File: config.mk
export PLATFORM = sky130hd
export DESIGN_NAME = spi_pixel_writer
export DESIGN_NICKNAME = d
export VERILOG_FILES = /design/src/rtl/spi_pixel_pkg.sv /design/src/rtl/spi_frame_rx.sv /design/src/rtl/spi_pixel_writer.sv
export SDC_FILE = /design/constraint.sdc
export NUM_CORES = 1
export LEC_CHECK = 0
export BUFFER_PORTS_ARGS = -buffer_cell sky130_fd_sc_hd__buf_4
export CAP_MARGIN = 5
export CORE_UTILIZATION = 52
export CTS_BUF_LIST = sky130_fd_sc_hd__clkbuf_2 sky130_fd_sc_hd__clkbuf_4 sky130_fd_sc_hd__clkbuf_8
export DETAILED_ROUTE_END_ITERATION = 12
export PLACE_DENSITY = 0.68
export SLEW_MARGIN = 20
export SYNTH_ARGS = -nofsm -noshare
export SYNTH_HDL_FRONTEND = slang
export SYNTH_SLANG_ARGS = --single-unit
File: constraint.sdc
create_clock -name clk_in -period 6.6 [get_ports clk_in]
set_input_delay 0.66 -clock clk_in [delete_from_list [all_inputs] [get_ports clk_in]]
set_output_delay 0.66 -clock clk_in [all_outputs]
set_load 0.05 [all_outputs]
File: src/rtl/spi_pixel_pkg.sv
// Shared types and constants for the SPI pixel writer: frame layout,
// command struct and writer FSM states.
package spi_pixel_pkg;

    localparam int FRAME_W = 16;
    localparam int COORD_W = 6;
    localparam int COLOR_W = 3;

    localparam logic OP_PIXEL = 1'b0;
    localparam logic OP_FILL  = 1'b1;

    localparam logic [COORD_W-1:0] COORD_MAX = '1;

    // Field order matches the wire format, so a received frame casts directly.
    typedef struct packed {
        logic               op;
        logic [COLOR_W-1:0] color;
        logic [COORD_W-1:0] y;
        logic [COORD_W-1:0] x;
    } pixel_cmd_t;

    typedef enum logic [1:0] {
        IDLE,
        PIXEL,
        FILL
    } writer_state_t;

    function automatic logic is_last_pixel(input logic [COORD_W-1:0] x,
                                           input logic [COORD_W-1:0] y);
        return (x == COORD_MAX) && (y == COORD_MAX);
    endfunction

endpackage

File: src/rtl/spi_frame_rx.sv
// SPI mode-0 slave receiver: synchronises the MCU pins into clk_in, assembles
// 16-bit frames and shifts a status word back out on sdo.
module spi_frame_rx
    import spi_pixel_pkg::*;
(
    input  logic               clk_in,
    input  logic               reset_n,
    input  logic               sclk,
    input  logic               ce,
    input  logic               sdi,
    input  logic [FRAME_W-1:0] status_word,
    output logic               sdo,
    output logic               frame_valid,
    output logic [FRAME_W-1:0] frame_data,
    output logic               status_load
);

    // Index 1 is the synchronised value, index 2 its previous sample for edge detection.
    logic [2:0]         sclk_sync;
    logic [2:0]         ce_sync;
    logic [1:0]         sdi_sync;
    logic [FRAME_W-1:0] shift_reg;
    logic [FRAME_W-1:0] status_shift;
    logic [3:0]         bit_count;
    logic               sclk_rise;
    logic               sclk_fall;

    always_ff @(posedge clk_in or negedge reset_n) begin
        if (!reset_n) begin
            sclk_sync <= '0;
            ce_sync   <= '0;
            sdi_sync  <= '0;
        end else begin
            sclk_sync <= {sclk_sync[1:0], sclk};
            ce_sync   <= {ce_sync[1:0], ce};
            sdi_sync  <= {sdi_sync[0], sdi};
        end
    end

    assign sclk_rise   = sclk_sync[1] & ~sclk_sync[2];
    assign sclk_fall   = ~sclk_sync[1] & sclk_sync[2];
    assign status_load = ce_sync[1] & ~ce_sync[2];
    assign frame_data  = {shift_reg[FRAME_W-2:0], sdi_sync[1]};
    assign frame_valid = ce_sync[1] & sclk_rise & (bit_count == 4'd15);

    // Dropping CE clears the counter, which discards any partial frame.
    always_ff @(posedge clk_in or negedge reset_n) begin
        if (!reset_n) begin
            shift_reg <= '0;
            bit_count <= '0;
        end else if (!ce_sync[1]) begin
            bit_count <= '0;
        end else if (sclk_rise) begin
            shift_reg <= frame_data;
            bit_count <= bit_count + 4'd1;
        end
    end

    always_ff @(posedge clk_in or negedge reset_n) begin
        if (!reset_n) begin
            status_shift <= '0;
        end else if (status_load) begin
            status_shift <= status_word;
        end else if (sclk_fall && ce_sync[1]) begin
            status_shift <= {status_shift[FRAME_W-2:0], 1'b0};
        end
    end

    assign sdo = status_shift[FRAME_W-1];

endmodule

File: src/rtl/spi_pixel_writer.sv
// SPI pixel command front end: buffers received frames in a FIFO and paces
// single-pixel framebuffer writes, including a hardware full-screen fill.
module spi_pixel_writer
    import spi_pixel_pkg::*;
#(
    parameter int WRITE_GAP  = 16,
    parameter int FIFO_DEPTH = 16
) (
    input  logic               clk_in,
    input  logic               reset_n,
    input  logic               sclk,
    input  logic               ce,
    input  logic               sdi,
    output logic               sdo,
    output logic               write_en,
    output logic [COORD_W-1:0] write_x,
    output logic [COORD_W-1:0] write_y,
    output logic [COLOR_W-1:0] write_color,
    output logic               busy
);

    localparam int PTR_W = $clog2(FIFO_DEPTH);
    localparam int GAP_W = $clog2(WRITE_GAP);
    localparam logic [GAP_W-1:0] GAP_LOAD = GAP_W'(WRITE_GAP - 1);

    logic               frame_valid;
    logic [FRAME_W-1:0] frame_data;
    logic               status_load;
    logic [FRAME_W-1:0] status_word;

    logic [FRAME_W-1:0] fifo_mem [FIFO_DEPTH];
    logic [PTR_W:0]     wr_ptr;
    logic [PTR_W:0]     rd_ptr;
    logic [PTR_W:0]     fifo_count;
    logic [5:0]         count_ext;
    logic [4:0]         status_count;
    logic               fifo_empty;
    logic               fifo_full;
    logic               push_ok;
    logic               pop_fire;
    logic               overflow;
    logic               overflow_set;
    pixel_cmd_t         head;

    writer_state_t      state;
    logic [GAP_W-1:0]   gap_count;
    logic [COORD_W-1:0] cur_x;
    logic [COORD_W-1:0] cur_y;
    logic [COLOR_W-1:0] cur_color;

    spi_frame_rx u_rx (
        .clk_in      (clk_in),
        .reset_n     (reset_n),
        .sclk        (sclk),
        .ce          (ce),
        .sdi         (sdi),
        .status_word (status_word),
        .sdo         (sdo),
        .frame_valid (frame_valid),
        .frame_data  (frame_data),
        .status_load (status_load)
    );

    assign fifo_count   = wr_ptr - rd_ptr;
    assign fifo_empty   = (wr_ptr == rd_ptr);
    assign fifo_full    = (fifo_count == (PTR_W+1)'(FIFO_DEPTH));
    assign count_ext    = 6'(fifo_count);
    assign status_count = (count_ext > 6'd31) ? 5'd31 : count_ext[4:0];
    assign head         = pixel_cmd_t'(fifo_mem[rd_ptr[PTR_W-1:0]]);

    // Pop one cycle before the gap expires: the write lands the cycle after the pop.
    assign pop_fire     = (state == IDLE) && !fifo_empty && (gap_count <= GAP_W'(1));
    assign push_ok      = frame_valid && (!fifo_full || pop_fire);
    assign overflow_set = frame_valid && fifo_full && !pop_fire;

    assign busy        = !fifo_empty || (state != IDLE) || (gap_count != '0);
    assign status_word = {busy, overflow, 9'b0, status_count};

    always_ff @(posedge clk_in) begin
        if (push_ok) begin
            fifo_mem[wr_ptr[PTR_W-1:0]] <= frame_data;
        end
    end

    always_ff @(posedge clk_in or negedge reset_n) begin
        if (!reset_n) begin
            wr_ptr <= '0;
            rd_ptr <= '0;
        end else begin
            if (push_ok) begin
                wr_ptr <= wr_ptr + 1'b1;
            end
            if (pop_fire) begin
                rd_ptr <= rd_ptr + 1'b1;
            end
        end
    end

    // A new overflow beats the clear from a status load in the same cycle.
    always_ff @(posedge clk_in or negedge reset_n) begin
        if (!reset_n) begin
            overflow <= 1'b0;
        end else if (overflow_set) begin
            overflow <= 1'b1;
        end else if (status_load) begin
            overflow <= 1'b0;
        end
    end

    always_ff @(posedge clk_in or negedge reset_n) begin
        if (!reset_n) begin
            state       <= IDLE;
            write_en    <= 1'b0;
            write_x     <= '0;
            write_y     <= '0;
            write_color <= '0;
            cur_x       <= '0;
            cur_y       <= '0;
            cur_color   <= '0;
            gap_count   <= '0;
        end else begin
            write_en <= 1'b0;
            if (gap_count != '0) begin
                gap_count <= gap_count - 1'b1;
            end
            case (state)
                IDLE: begin
                    if (pop_fire) begin
                        if (head.op == OP_FILL) begin
                            state     <= FILL;
                            cur_x     <= '0;
                            cur_y     <= '0;
                            cur_color <= head.x[COLOR_W-1:0];
                        end else begin
                            state     <= PIXEL;
                            cur_x     <= head.x;
                            cur_y     <= head.y;
                            cur_color <= head.color;
                        end
                    end
                end
                PIXEL: begin
                    write_en    <= 1'b1;
                    write_x     <= cur_x;
                    write_y     <= cur_y;
                    write_color <= cur_color;
                    gap_count   <= GAP_LOAD;
                    state       <= IDLE;
                end
                FILL: begin
                    if (gap_count == '0) begin
                        write_en    <= 1'b1;
                        write_x     <= cur_x;
                        write_y     <= cur_y;
                        write_color <= cur_color;
                        gap_count   <= GAP_LOAD;
                        cur_x       <= cur_x + 1'b1;
                        if (cur_x == COORD_MAX) begin
                            cur_y <= cur_y + 1'b1;
                        end
                        if (is_last_pixel(cur_x, cur_y)) begin
                            state <= IDLE;
                        end
                    end
                end
                default: state <= IDLE;
            endcase
        end
    end

endmodule

* After elaboration in Yosys (flattened, before gate mapping) *
Memory sizes are Yosys's and may differ from the RTL's.
Cells that the tools add are included.

word-level totals
  register bits after elaboration = 91
  memories kept = 1
  RAM bits = 256
  output and inout bits = 18
  word-level logic and storage cells = 110
  bits of input ports = 5

cells by class
  reductions and logical operators = 27
  add/sub/neg operators = 7
  magnitude comparators = 2
  eq/ne operators = 12
  bitwise operators = 8
  multiplexer cells = 35

memories
  memory    words  bits a word  rd ports  clocked after memory_dff  wr ports  RTL line                RTL
  fifo_mem  16     16           1         0                         1         spi_pixel_writer.sv:31  logic [FRAME_W-1:0] fifo_mem [FIFO_DEPTH];

operators with widths
  operator                                                        number
  6-bit two-way mux                                               9
  6-bit case mux with 2 select lines                              4
  16-bit two-way mux                                              2
  4-bit two-way mux                                               4
  6-bit by 1-bit adder with 6-bit output (second input constant)  2
  6-bit == test (second input constant)                           2
  5-bit by 1-bit adder with 5-bit output (second input constant)  2
  2-bit != test (second input constant)                           5
  2-bit nonzero test                                              5
  2-bit two-way mux                                               4
  4-bit case mux with 2 select lines                              1
  1-bit logical AND                                               7
  3-bit two-way mux                                               2
  3-bit case mux with 2 select lines                              1
  2-bit AND reduction                                             3
  3-bit AND reduction                                             2
  1-bit AND                                                       5
  5-bit == test                                                   1
  5-bit == test (second input constant)                           1
  5-bit greater-than comparator (second input constant)           1
  1-bit two-way mux                                               5
  5-bit two-way mux                                               1
  5-bit subtractor                                                1
  4-bit by 1-bit adder with 4-bit output (second input constant)  1
  14 further kinds                                                20

* Longest topological paths before layout *
Gate-level depths: netlist (run 1).

  word-level depth = 8
  mapped depth = 12
  gate-level depth less buffers = 10

* Modules after synthesis *
A second synthesis (run 1) with hierarchy kept.

unflattened totals
  cell total of the unflattened synthesis = 847
  area, all modules = 14,202.4 µm²

modules (own cells, without submodules)
  module            sequential area each (µm²)  times used  area each (µm²)  cells each
  spi_pixel_writer  8,888.5                     1           12,478.2         725
  spi_frame_rx      1,076.0                     1           1,724.2          122

* Worst setup path after synthesis (run 1) *
No wires, ideal clock.

  path type = register to register
  from = reg rd_ptr[2]
  to = mem fifo_mem[0][0] (enable)
  arrival time = 4,154 ps
  stages on the path, launching flop included = 12
  library setup time = 431 ps
  period minus slack after synthesis = 4,585 ps
  slack = 2,015 ps
  path buffers = 3
  path through = dfrtp_1 > clkbuf_1 > inv_2 > clkbuf_1 > ha_1 > a21o_1 > a21oi_1 > xnor2_1 > a211oi_2 > nor2_1 > buf_2 > nor4bb_1

on the way
  cells in the longest elaborated chain, start to end = 8
  elaborated cells on any way between the ends = 11
  classes of those cells = 1 x add/sub; 2 x eq/ne; 2 x mux; 6 x reduce/logical

RTL lines
  item                                                      RTL line                RTL
  start, declared                                           spi_pixel_writer.sv:33  logic [PTR_W:0] rd_ptr;
  start signal, assigned                                    spi_pixel_writer.sv:94  rd_ptr <= rd_ptr + 1'b1;
  branches (longest 4 deep; another with 5-bit subtractor)  --
  1-bit logical OR (*)                                      spi_pixel_writer.sv:73  assign push_ok = frame_valid && (!fifo_full || pop_fire);
  1-bit logical AND (*)                                     spi_pixel_writer.sv:73
  1-bit two-way mux (*)                                     spi_pixel_writer.sv:80  if (push_ok) begin
  1-bit two-way mux (not written as such) (*)               spi_pixel_writer.sv:81  fifo_mem[wr_ptr[PTR_W-1:0]] <= frame_data;
  end, declared                                             spi_pixel_writer.sv:31

Every way passes the cells marked *.

* Worst setup path after layout (run 1) *
  from = reg rd_ptr[3]
  to = mem fifo_mem[4][8] (enable)

The elaborated chain is that of the path after synthesis.

==> results.json, run 1 <==
{
  "place_hpwl_mm": 19.9,
  "core.rowCount": 59,
  "num_vias": 7473,
  "global_route.overflow_total": 0,
  "maxSlewHeadroom_pct": 35.0,
  "floorplan.initialDensity_pct": 53.5,
  "floorplan.core_area_um2": 26400,
  "postCtsSetupRepairBufs": 0,
  "netlist_instances": 796,
  "ys_warn_count": 0,
  "timing.clock.skew_ns": 0.0210,
  "yosysUniqueCellTypes": 61,
  "ports": 23,
  "detail-route-antenna-nets": 0,
  "worstSetupStartpointType": "flip-flop",
  "transition_at_the_pin_with_the_smallest_max_transition_slack_ns": 0.975,
  "multi_input_comb_area_um2": 3920,
  "synthesis.area_um2": 14100,
  "drt-pass1-iter-count": 5,
  "place_congestion": 0.936,
  "worstPathRequired_ns": 6.79,
  "ffs_w_async_s_r_synth_pct": 26.2,
  "critPathKind": "reg -> reg",
  "report.final.setup_viol": 0,
  "post_synth_top_area_cell": "sky130_fd_sc_hd__edfxtp_1",
  "drive_gt1_share_pct": 26.7,
  "die-height_um": 167,
  "period_share_pct": 72.8,
  "layout.nets": 871,
  "postSynthRegisterBits": 347,
  "hold_bufs_at_cts": 0,
  "n_fill_cell": 1906,
  "final_hold_viol_count": 0,
  "clk_transition_reported_paths_ns": 0.07,
  "dieWidth_um": 167,
  "post_synth_most_frequent_cells": "sky130_fd_sc_hd__edfxtp_1 (256), sky130_fd_sc_hd__dfrtp_1 (91), sky130_fd_sc_hd__mux4_2 (65)",
  "detail_route.drc_violations": 0,
  "cap_violations": 0,
  "finalSetupTns_ns": 0,
  "post_cts.resized_instances": 0,
  "grt_pass1_wl_mm": 47.0,
  "drt-initial-drc-count": 820,
  "largest_reg_flops": 256,
  "synth-edff-count": 256,
  "syn2layout_area_growth_pct": 10.9,
  "count_of_h_tree_levels_built_during_cts": 2,
  "post-route-util_pct": 59.4,
  "status": "completed",
  "period_needed_ns": 4.81,
  "netlist_top_cells_area": "sky130_fd_sc_hd__edfxtp_1 (55%), sky130_fd_sc_hd__dfrtp_1 (16%), sky130_fd_sc_hd__mux4_2 (10%)",
  "die_area_um2": 27800,
  "rsz_0062_raised_after_global_routing": "no",
  "layout_setup_ws_ns": 1.79,
  "ys_seq_area_share_pct": 70.6,
  "static-leakage-power_nw": 5.64,
  "power-per-cell-area_nw_per_um2": 295,
  "clockRootBuffer": "sky130_fd_sc_hd__clkbuf_8",
  "antenna_found_initial": 0,
  "grt_usage_pct": 22.8,
  "timing.critical_path.fanout_max": 18,
  "avgRoutedWirePerCell_um": 25.1,
  "synthDominantCellAreaShare_pct": 54.5,
  "totalWireLength_mm": 30.7,
  "io_buffers": 22,
  "clkLatencyLatePin_ns": 0.57,
  "max_clock_freq_ghz": 0.208,
  "max-vdd-ir-drop_v": 0.000159,
  "seqCellArea_um2": 9970,
  "hold_path_class": "in -> async",
  "maxSlewViolCount": 0,
  "synth.most_common_cell": "sky130_fd_sc_hd__edfxtp_1",
  "post_synth.cell_area_avg_um2": 17.7,
  "worst_ep_arrival_time_ns": 5.00,
  "grt_start_max_net_pins": 61,
  "postSynth.topFlopCell": "sky130_fd_sc_hd__edfxtp_1",
  "vias_in_the_first_global_route": 7609,
  "clkSinkCount": 347,
  "clock_tree.buffer_depth": 3,
  "detail_route.vias_per_cell": 6.11,
  "detailedPlace.worstSlack_ns": 1.85,
  "end_kind": "flip-flop",
  "cts_tree": "built",
  "synth_fp_nets": 820,
  "cts_made_buffers": 53,
  "antennaDiodeCount": 0
}
==> critical path, cell delays in order, from the launching register on <==
cell and delay (ns):
sky130_fd_sc_hd__dfrtp_1 0.76, sky130_fd_sc_hd__clkinv_1 0.49, sky130_fd_sc_hd__ha_1 0.47, sky130_fd_sc_hd__nand4_1 0.15, sky130_fd_sc_hd__o211ai_1 0.71, sky130_fd_sc_hd__nand4b_1 0.23, sky130_fd_sc_hd__a211oi_2 0.59, sky130_fd_sc_hd__nor2_1 0.41
sky130_fd_sc_hd__and4b_1 0.60
==> final timing paths <==
check	from	endpoint	slack, ns	cells after the start
worst max register to register	rd_ptr[3]$_DFFE_PN0P_	fifo_mem[4][8]$_DFFE_PP_	1.79	8
max in group asynchronous	reset_n	rd_ptr[0]$_DFFE_PN0P_	5.41	2
worst max-delay path	rd_ptr[3]$_DFFE_PN0P_	fifo_mem[4][8]$_DFFE_PP_	1.79	8
worst min-delay path	reset_n	u_rx.ce_sync[0]$_DFF_PN0_	0.09	1
min in group clk_in	sclk	u_rx.sclk_sync[0]$_DFF_PN0_	0.19	1
worst min register to register	u_rx.ce_sync[0]$_DFF_PN0_	u_rx.ce_sync[1]$_DFF_PN0_	0.35	0
==> cells in the final DEF (no fill, tap or decap), types with 16 or more instances in the layout <==
cell | synthesis | layout
sky130_fd_sc_hd__nand3_1 | 17 | 17
sky130_fd_sc_hd__clkbuf_8 | 0 | 56
sky130_fd_sc_hd__buf_4 | 0 | 29
sky130_fd_sc_hd__o21ai_0 | 22 | 22
sky130_fd_sc_hd__mux4_2 | 65 | 65
sky130_fd_sc_hd__dfrtp_1 | 91 | 89
sky130_fd_sc_hd__nand2_1 | 45 | 45
sky130_fd_sc_hd__inv_1 | 16 | 16
sky130_fd_sc_hd__mux2_2 | 30 | 30
sky130_fd_sc_hd__edfxtp_1 | 256 | 256
sky130_fd_sc_hd__ha_1 | 18 | 18
sky130_fd_sc_hd__clkbuf_4 | 0 | 18
sky130_fd_sc_hd__mux2i_1 | 20 | 20
sky130_fd_sc_hd__nor2_1 | 27 | 27
==> cells by family after synthesis <==
logic type | after synthesis | synth area share [%]
xor gates and xnor gates | 14 | 0.869
AOI/OAI and AO/OA | 91 | 4.81
adders and majority gates | 19 | 1.74
buffers and inverters | 55 | 1.99
and+or+nand+nor | 155 | 5.76
muxes | 115 | 14.2
DFF | 347 | 70.6
==> power breakdown <==
group          total [mW]  internal, mW  switching, mW
registers            2.68          2.50          0.186
clock network        1.67         0.885          0.789
logic               0.256        0.0972          0.159
total                4.61          3.48           1.13
==> per-layer routing <==
metal	GRT usage (%)	vias to the layer above	wire length [um]
met3	3.40	61	1700
met2	37.5	291	15300
met1	31.8	3861	13000
met4	7.09	0	739
li1	-	3260	-
met5	0	-	0
==> per-stage QoR <==
| stage | power, mW | cells | hold slack (ns) | cell area (um2) |
|---|---|---|---|---|
| floorplan | 2.80 | 796 | 0.331 | 14100 |
| global placement | 2.95 | 1124 | 0.337 | 14600 |
| detailed placement | 2.99 | 1124 | 0.335 | 14600 |
| CTS | 4.65 | 1221 | 0.0954 | 15600 |
| global route | 4.78 | 1224 | 0.123 | 15600 |
| finish | 4.61 | 1224 | 0.0938 | 15600 |
==> cell type report <==
class	count	share of cell area [%]
Tap cell	335	2.68
Clock inverter	23	0.656
Inverter	19	0.456
Timing Repair Buffer	32	1.61
Clock buffer	74	5.79
Multi-Input combinational cell	394	25.1
Sequential cell	347	63.7
Power figures use the tool's default switching activity.
==> inputs of run 2 (changes only) <==
==> constraint.sdc (replaced) <==
create_clock -name clk_in -period 4.8 [get_ports clk_in]
set_input_delay 0.48 -clock clk_in [delete_from_list [all_inputs] [get_ports clk_in]]
set_output_delay 0.48 -clock clk_in [all_outputs]
set_load 0.05 [all_outputs]
==> run 2 against run 1 <==
Sequential share of layout area decreased by 1.0 points. Die area is the same. Combinational power increased by 42%. Flip-flop and latch count did not move. Global-route usage down 0.34 points.
==> results.json, run 2 (synthesis gave the netlist of run 1 again) <==
{
  "drive_gt1_share_pct": 28.3,
  "antenna_found_initial": 0,
  "fin_total_pwr_mw": 6.45,
  "max_clock_freq_ghz": 0.243,
  "io_buffers": 22,
  "transition_at_the_pin_with_the_smallest_max_transition_slack_ns": 1.01,
  "dieWidth_um": 167,
  "static-leakage-power_nw": 5.79,
  "detail_route.vias_per_cell": 6.00,
  "clockRootBuffer": "sky130_fd_sc_hd__clkbuf_8",
  "timing.critical_path.fanout_max": 18,
  "totalWireLength_mm": 29.7,
  "cts_made_buffers": 55,
  "post_cts.resized_instances": 0,
  "place_hpwl_mm": 17.7,
  "rsz_0062_raised_after_global_routing": "no",
  "num_vias": 7504,
  "global_route.overflow_total": 0,
  "layout.cells.most_common": "sky130_fd_sc_hd__edfxtp_1",
  "report.final.setup_viol": 0,
  "finalSetupTns_ns": 0,
  "end_kind": "flip-flop",
  "floorplan.initialDensity_pct": 53.5,
  "place_congestion": 0.861,
  "cap_violations": 0,
  "die_area_um2": 27800,
  "count_of_h_tree_levels_built_during_cts": 2,
  "cts_tree": "built",
  "clk_transition_reported_paths_ns": 0.06,
  "worstPathRequired_ns": 4.99,
  "timing.clock.skew_ns": 0.0188,
  "drt-initial-drc-count": 639,
  "drt-pass1-iter-count": 5,
  "grt_usage_pct": 22.5,
  "worst_ep_arrival_time_ns": 4.30,
  "period_needed_ns": 4.11,
  "detail-route-antenna-nets": 0,
  "worstSetupStartpointType": "flip-flop",
  "grt_start_max_net_pins": 61,
  "largest_reg_flops": 256,
  "ports": 23,
  "maxSlewViolCount": 0,
  "layout.nets": 895,
  "postCtsSetupRepairBufs": 0,
  "antennaDiodeCount": 0,
  "avgRoutedWirePerCell_um": 23.7,
  "clock_tree.buffer_depth": 3,
  "max-vdd-ir-drop_v": 0.000214,
  "fin_cells": 1250,
  "die-height_um": 167,
  "hold_path_class": "reg -> reg",
  "placed_cells": 1145,
  "critPathKind": "reg -> reg",
  "clkLatencyLatePin_ns": 0.58,
  "floorplan.core_area_um2": 26400,
  "final_hold_viol_count": 0,
  "status": "completed",
  "vias_in_the_first_global_route": 7872,
  "layout_common_cells": "sky130_fd_sc_hd__edfxtp_1 (256), sky130_fd_sc_hd__dfrtp_1 (89), sky130_fd_sc_hd__mux4_2 (65)",
  "clkSinkCount": 347,
  "syn2layout_area_growth_pct": 12.7,
  "detail_route.drc_violations": 0,
  "core.rowCount": 59,
  "maxSlewHeadroom_pct": 32.9,
  "power-per-cell-area_nw_per_um2": 406,
  "period_share_pct": 85.7,
  "hold_bufs_at_cts": 4,
  "grt_pass1_wl_mm": 46.7
}
[run 2: path summary, 6_finish.rpt]
kind	start	to	slack, ns	cells after the start
worst max-delay path	wr_ptr[2]$_DFFE_PN0P_	fifo_mem[1][15]$_DFFE_PP_	0.69	8
worst min-delay path	u_rx.ce_sync[0]$_DFF_PN0_	u_rx.ce_sync[1]$_DFF_PN0_	0.35	0
worst max register to register	wr_ptr[2]$_DFFE_PN0P_	fifo_mem[1][15]$_DFFE_PP_	0.69	8
worst min register to register	u_rx.ce_sync[0]$_DFF_PN0_	u_rx.ce_sync[1]$_DFF_PN0_	0.35	0
max in group asynchronous	reset_n	rd_ptr[0]$_DFFE_PN0P_	3.26	3
min in group asynchronous	reset_n	u_rx.status_shift[6]$_DFFE_PN0P_	0.43	2
[run 2: power by group]
group	switching [mW]	internal, mW	total (mW)
sequential	0.198	3.43	3.63
clock	1.12	1.34	2.46
combinational	0.226	0.138	0.364
[run 2: cell type report]
class / instances / area (um2)
sequential: 347 / 9970
inverter: 19 / 71.3
clock buffer: 82 / 1010
timing repair buffer: 54 / 415
fill: 1911 / 10500
multi-input combinational: 394 / 3920
tap: 335 / 419
clock inverter: 19 / 88.8
[run 2: routing by layer]
metal  up-vias  track usage [%]  part of all wire (%)
li1       3299                -                     -
met1      3910             30.6                    42
met2       247             37.2                    50
met3        48             3.64                   5.9
met4         0             7.61                   2.0
met5         -                0                     0
[run 2: worst max-delay path, cell delays in order (launching register included)]
cell	delay, ns
sky130_fd_sc_hd__dfrtp_1	0.82
sky130_fd_sc_hd__ha_1	0.40
sky130_fd_sc_hd__a21o_1	0.21
sky130_fd_sc_hd__a21oi_1	0.23
sky130_fd_sc_hd__xnor2_1	0.21
sky130_fd_sc_hd__a211oi_2	0.07
sky130_fd_sc_hd__buf_4	0.18
sky130_fd_sc_hd__nor2_1	0.65
sky130_fd_sc_hd__and3_1	0.95
[run 2: per-stage QoR]
stage / hold slack (ns) / utilization, % / instance area [um2] / worst slack, ns
6_report: 0.345 / 60.3 / 15900 / 0.688
2_1_floorplan: 0.184 / - / 14100 / 0.215
5_1_grt: 0.359 / 60.3 / 15900 / 0.491
3_3_place_gp: 0.332 / 56.0 / 14800 / 0.994
4_1_cts: 0.346 / 60.3 / 15900 / 0.731
3_5_place_dp: 0.336 / 56.0 / 14800 / 0.723
